$ cat src/rtl/calc_pkg.sv
// Shared constants and types for the calculator display path.
// Widths, limits and FSM state encoding for the BCD converter.
package calc_pkg;

   localparam int W_DATA   = 28;
   localparam int N_DIGITS = 8;
   localparam int W_BCD    = 4 * N_DIGITS;
   localparam int W_CNT    = $clog2(W_DATA + 1);

   localparam logic [W_DATA-1:0] MAX_DISP  = 28'd99_999_999;
   localparam logic [W_BCD-1:0]  ERR_BCD   = '1;
   localparam logic [W_CNT-1:0]  LAST_STEP = W_CNT'(W_DATA - 1);

   typedef enum logic [1:0] {
      IDLE,
      SHIFT,
      DONE
   } state_t;

endpackage

$ cat src/rtl/dd_digit_adj.sv
// Double-dabble digit correction.
// Adds 3 to a BCD digit of 5 or more so the next shift carries correctly.
module dd_digit_adj (
   input  logic [3:0] d_i,
   output logic [3:0] d_o
);

   // add-3-if-at-least-5
   always_comb begin
      d_o = d_i;
      if (d_i >= 4'd5) begin
         d_o = d_i + 4'd3;
      end
   end

endmodule

$ cat src/rtl/bin_to_bcd_seq.sv
// Sequential signed binary to packed BCD converter.
// One double-dabble step per clock; fixed 29-edge latency.
module bin_to_bcd_seq
   import calc_pkg::*;
(
   input  logic                  clk,
   input  logic                  rst,
   input  logic [W_DATA-1:0]     d_in,
   input  logic                  ovr_in,
   input  logic                  valid_in,
   output logic                  busy,
   output logic [4*N_DIGITS-1:0] bcd,
   output logic [N_DIGITS-1:0]   digit_en,
   output logic                  neg,
   output logic                  err,
   output logic                  valid_out
);

   state_t              state_q, state_d;
   logic [W_DATA-1:0]   mag_q, mag_d;
   logic [W_BCD-1:0]    scr_q, scr_d;
   logic [W_CNT-1:0]    cnt_q, cnt_d;
   logic                sign_q, sign_d;
   logic                bad_q, bad_d;
   logic [W_BCD-1:0]    bcd_q, bcd_d;
   logic [N_DIGITS-1:0] den_q, den_d;
   logic                neg_q, neg_d;
   logic                err_q, err_d;
   logic                vo_q, vo_d;

   logic [W_BCD-1:0]    scr_adj;
   logic [W_DATA-1:0]   mag_in;
   logic [N_DIGITS-1:0] den_calc;

   genvar g;
   generate
      for (g = 0; g < N_DIGITS; g++) begin : g_adj
         dd_digit_adj u_adj (
            .d_i (scr_q[4*g +: 4]),
            .d_o (scr_adj[4*g +: 4])
         );
      end
   endgenerate

   // magnitude of the incoming operand; -2^27 maps to 2^27 unsigned
   always_comb begin
      mag_in = d_in;
      if (d_in[W_DATA-1]) begin
         mag_in = ~d_in + W_DATA'(1);
      end
   end

   // leading-zero blanking: a digit shows if it or any higher one is nonzero
   always_comb begin
      logic any_nz;
      any_nz   = 1'b0;
      den_calc = '0;
      for (int i = N_DIGITS - 1; i >= 0; i--) begin
         any_nz      = any_nz | (scr_q[4*i +: 4] != 4'd0);
         den_calc[i] = any_nz;
      end
      den_calc[0] = 1'b1;
   end

   // next-state and datapath control
   always_comb begin
      state_d = state_q;
      mag_d   = mag_q;
      scr_d   = scr_q;
      cnt_d   = cnt_q;
      sign_d  = sign_q;
      bad_d   = bad_q;
      bcd_d   = bcd_q;
      den_d   = den_q;
      neg_d   = neg_q;
      err_d   = err_q;
      vo_d    = 1'b0;
      unique case (state_q)
         IDLE: begin
            if (valid_in) begin
               mag_d   = mag_in;
               sign_d  = d_in[W_DATA-1];
               bad_d   = ovr_in | (mag_in > MAX_DISP);
               scr_d   = '0;
               cnt_d   = '0;
               state_d = SHIFT;
            end
         end
         SHIFT: begin
            {scr_d, mag_d} = {scr_adj[W_BCD-2:0], mag_q, 1'b0};
            cnt_d = cnt_q + W_CNT'(1);
            if (cnt_q == LAST_STEP) begin
               state_d = DONE;
            end
         end
         DONE: begin
            if (bad_q) begin
               bcd_d = ERR_BCD;
               den_d = '1;
               neg_d = 1'b0;
               err_d = 1'b1;
            end else begin
               bcd_d = scr_q;
               den_d = den_calc;
               neg_d = sign_q;
               err_d = 1'b0;
            end
            vo_d    = 1'b1;
            state_d = IDLE;
         end
         default: begin
            state_d = IDLE;
         end
      endcase
   end

   // state and output registers
   always_ff @(posedge clk or posedge rst) begin
      if (rst) begin
         state_q <= IDLE;
         mag_q   <= '0;
         scr_q   <= '0;
         cnt_q   <= '0;
         sign_q  <= 1'b0;
         bad_q   <= 1'b0;
         bcd_q   <= '0;
         den_q   <= '0;
         neg_q   <= 1'b0;
         err_q   <= 1'b0;
         vo_q    <= 1'b0;
      end else begin
         state_q <= state_d;
         mag_q   <= mag_d;
         scr_q   <= scr_d;
         cnt_q   <= cnt_d;
         sign_q  <= sign_d;
         bad_q   <= bad_d;
         bcd_q   <= bcd_d;
         den_q   <= den_d;
         neg_q   <= neg_d;
         err_q   <= err_d;
         vo_q    <= vo_d;
      end
   end

   assign busy      = (state_q != IDLE);
   assign bcd       = bcd_q;
   assign digit_en  = den_q;
   assign neg       = neg_q;
   assign err       = err_q;
   assign valid_out = vo_q;

endmodule

$ cat config.mk
export PLATFORM = sky130hd
export DESIGN_NAME = bin_to_bcd_seq
export DESIGN_NICKNAME = d
export VERILOG_FILES = /design/src/rtl/calc_pkg.sv /design/src/rtl/dd_digit_adj.sv /design/src/rtl/bin_to_bcd_seq.sv
export SDC_FILE = /design/constraint.sdc
export NUM_CORES = 1
export LEC_CHECK = 0
export BUFFER_PORTS_ARGS = -buffer_cell sky130_fd_sc_hd__buf_2
export CAP_MARGIN = 20
export CORE_UTILIZATION = 40
export DETAILED_ROUTE_END_ITERATION = 10
export HOLD_SLACK_MARGIN = 0.02
export PLACE_DENSITY_LB_ADDON = 0.05
export SYNTH_ARGS = -nofsm -noshare
export SYNTH_HDL_FRONTEND = slang
export SYNTH_SLANG_ARGS = --single-unit
export TNS_END_PERCENT = 50
$ cat constraint.sdc
create_clock -name clk -period 9.7 [get_ports clk]
set_clock_uncertainty 0.1 [all_clocks]
set_input_delay 1.455 -clock clk [delete_from_list [all_inputs] [get_ports clk]]
set_output_delay 1.455 -clock clk [all_outputs]
set_load 0.02 [all_outputs]
==> Flow_metrics.wiki <==
{| class="wikitable"
! Metric !! Value
|-
| Least-Margin Pin Slew || approximately 0.9 ns
|-
| RSZ-0062 raised after global routing || false
|-
| Largest fanout of any net on the critical path || 12
|-
| Total global-route track usage || 0.1785
|-
| Final hold vios || 0
|-
| I/O pin count || between 70 and 80
|-
| Via count normalized by instance count || 5.434
|-
| PnR worst setup slack || 6.055 ns
|-
| Post-Synthesis Mean Instance Area || about 9 um2
|-
| Via count of the first global-routing pass || 4746
|-
| Warnings from Yosys || 0
|-
| Count of hold buffers inserted by post-cts repair || 0
|-
| Capturing element type of the critical path || flip-flop
|-
| Syn Std Cell Area || 6008 um2
|-
| Power density over cell area || 255.8 nW/um2
|-
| Width of the chip || around 120 um
|-
| Area inside the core boundary || 14590 um2
|-
| Area of placed instances || 6521 um2
|-
| Placed Cells incl. Taps || ~880
|-
| Hold Path Class || reg2reg
|-
| Full die area || 15520 um2
|-
| Vert. Die Dim || 124.6 um
|-
| FF+latch count, synth || 112
|-
| Post-detailed-route count of antenna-violating nets || 0
|-
| Number of enable-type register cells in the synthesized netlist || 0
|-
| Multi-input combinational cell area || 2979 um2
|-
| Async S/R FF share, synth || 1.000
|-
| Number of nets in the final layout || 762
|-
| Area of all placed cells without fillers || roughly 6800 um2
|-
| Global routing usage on met3 || 0.02320
|-
| Max cap viols || 0
|-
| Number of buffers added by the clock tree synthesis step || 9
|-
| # rows || 44
|-
| Final min period || 3.645 ns
|-
| Share of final-layout standard cells stronger than drive strength 1 || 0.1634
|-
| Top flip-flop cell by instance count after synthesis || sky130_fd_sc_hd__dfrtp_1
|-
| Post-route fraction of the period consumed by the critical path || 0.3758
|-
| Arrival time of the worst setup path || roughly 3.8 ns
|-
| Required time worst endpoint || 9.85 ns
|-
| Fmax || around 270 MHz
|-
| Result of the run || complete, no violations
|-
| Worst-case headroom to the max-slew limit || 0.3987
|-
| Total Routed Length || approximately 13000 um
|-
| Clock network latency to the later pin of the worst-skew pair || 0.35 ns
|-
| Count of placed standard cells in the final layout, fillers left out || roughly 890
|-
| Initial core utilization || 0.4118
|-
| Clock sink total || 112
|-
| Routed wire per std cell || 15.04 um
|-
| DR iter-0 viols || approximately 260
|-
| First-pass GRT wire length || 22890 um
|-
| Met2 Resource Use GR || 0.3045
|-
| Post-CTS sizing || 0
|-
| DR DRC count || 0
|-
| Gp weighted congestion || 0.8229
|-
| Final-report setup violation count || 0
|-
| First-pass DRT Iterations || 4
|-
| Number of max-slew violations in the final report || 0
|-
| Sequential Area || between 2000 and 3000 um2
|-
| Critical path class || in2reg
|-
| Total half-perimeter wirelength after legalization and detailed placement || approximately 9100 um
|-
| Number of input and output port buffers inserted || 75
|-
| Clock root buffer || sky130_fd_sc_hd__clkbuf_16
|-
| Maximum number of pins on one net before global-route repair || 84
|-
| Worst slack at placement || 5.716 ns
|-
| Total number of H-tree levels || 3
|-
| Number of unique standard cell types used by synthesis || 50
|-
| IR drop worst, VDD || roughly 0.10 mV
|-
| Clock-pin transition on the worst setup and hold timing paths || 0.07 ns
|-
| Total gr overflow || 0
|-
| Number of filler cells placed in the layout || 1432
|-
| Startpoint type of the worst setup path || input port
|-
| Leading area contributor after synthesis || sky130_fd_sc_hd__dfrtp_1
|-
| Global-route met1 utilization || 0.2329
|-
| Layout Area Growth over Synthesis || 13.99%
|-
| Total nets after synthesis || 707
|-
| Leakage || about 3 nW
|-
| Share of the synthesized area in the top cell type || 0.4665
|-
| Largest buffer count on any clock path || 2
|-
| Diodes inserted || 0
|-
| Total setup buffers inserted after CTS || 0
|-
| Total number of vias || 4858
|-
| Cell types with the largest area share after synthesis || sky130_fd_sc_hd__dfrtp_1 47%, sky130_fd_sc_hd__o21ai_0 8.2%, sky130_fd_sc_hd__nand2_1 6.1%, sky130_fd_sc_hd__ha_1 5.2%, sky130_fd_sc_hd__a22oi_1 3.0%
|-
| Most Used Layer, Global Route || met2
|-
| Synthesized instance count || 650
|-
| Sequential-to-total area share from yosys stat || 0.4665
|-
| Number of antenna violations at the first check in global routing || 0
|-
| TNS Setup || 0 ns
|-
| Most frequent cell after synthesis || sky130_fd_sc_hd__dfrtp_1
|-
| Leading post-synthesis cells by instance count || 112 x sky130_fd_sc_hd__dfrtp_1, 98 x sky130_fd_sc_hd__o21ai_0, 97 x sky130_fd_sc_hd__nand2_1
|-
| Clock tree from TritonCTS || yes
|}
## where the power goes
part           internal, mW  switching [mW]
clock                 0.174           0.172
combinational         0.272           0.391
sequential            0.613           0.129
total                  1.06           0.692
## placed cells by master (no fill, tap or decap), types with 4 or more instances in the layout
cell type	synthesis	routed
sky130_fd_sc_hd__dfrtp_1	112	112
sky130_fd_sc_hd__o21ai_0	98	98
sky130_fd_sc_hd__nand2_1	97	97
sky130_fd_sc_hd__buf_2	1	75
sky130_fd_sc_hd__nand3_1	32	32
sky130_fd_sc_hd__nor2_1	25	25
sky130_fd_sc_hd__a21oi_1	25	25
sky130_fd_sc_hd__ha_1	25	25
sky130_fd_sc_hd__a22oi_1	24	24
sky130_fd_sc_hd__inv_1	23	22
sky130_fd_sc_hd__xnor2_1	17	17
sky130_fd_sc_hd__xor2_1	17	17
sky130_fd_sc_hd__o31ai_1	17	17
sky130_fd_sc_hd__nand2b_1	14	12
sky130_fd_sc_hd__a32o_1	9	9
sky130_fd_sc_hd__clkbuf_16	0	9
sky130_fd_sc_hd__nor3_1	8	8
sky130_fd_sc_hd__or3_1	6	6
sky130_fd_sc_hd__nor3b_1	6	6
sky130_fd_sc_hd__buf_4	0	6
sky130_fd_sc_hd__o41ai_1	5	5
sky130_fd_sc_hd__or4_1	4	4
sky130_fd_sc_hd__nand4_1	4	4
## through the flow
stage | power, mW | utilization | hold WS (ns)
CTS | 1.776 | 0.4657 | 0.3668
global placement | 1.398 | 0.4470 | 0.3442
finish | 1.752 | 0.4695 | 0.3580
global route | 1.903 | 0.4695 | 0.3778
floorplan | 1.239 | - | 0.3499
detailed placement | 1.424 | 0.4470 | 0.3504
## final timing paths
kind	startpoint	endpoint	slack [ns]	cells after the start
setup reg to reg	bad_q	digit_en[1]	6.81	7
max in group asynchronous	rst	scr_q[15]	7.58	4
setup / recovery	d_in[8]	bad_q	6.05	7
min in group asynchronous	rst	mag_q[3]	0.98	2
hold reg to reg	bcd[23]	bcd[23]	0.36	2
hold / removal	bcd[23]	bcd[23]	0.36	2
## area by class of cell
class | count | share of cell area
tap | 184 | 0.03361
sequential | 112 | 0.4092
inverter | 23 | 0.01297
timing repair buffer | 83 | 0.06942
clock buffer | 9 | 0.03288
multi-input combinational | 476 | 0.4350
clock inverter | 7 | 0.006942
## routing by layer
metal,up-vias,wire length [um]
met5,-,0
met4,0,181
met3,13,374
met2,83,6509
met1,2332,6382
li1,2430,-
## state kept, by name, summed over array words and instances, names as in the netlist
signal / cells
mag_q: 28
valid_out: 1
scr_q: 32
bcd: 32
neg: 1
state_q: 2
err: 1
bad_q: 1
digit_en: 8
sign_q: 1
cnt_q: 5
## cells by family (layout without fill, tap and decap cells)
family | after synthesis | after routing | synth area share
mux | 2 | 2 | 0.003540
simple gates | 217 | 217 | 0.1845
buf+inv | 62 | 122 | 0.03894
compound gates | 198 | 198 | 0.2049
xor+xnor | 34 | 34 | 0.04956
flops | 112 | 112 | 0.4665
fa+ha+maj | 25 | 25 | 0.05206
## worst max-delay path: stages
cell	delay (ns)
sky130_fd_sc_hd__buf_2	0.13
sky130_fd_sc_hd__nor4_2	0.46
sky130_fd_sc_hd__nand3_1	0.40
sky130_fd_sc_hd__or3_1	0.50
sky130_fd_sc_hd__a311o_1	0.28
sky130_fd_sc_hd__a2111o_1	0.29
sky130_fd_sc_hd__o32ai_1	0.27
No activity file was read; power rests on OpenSTA's default activity.
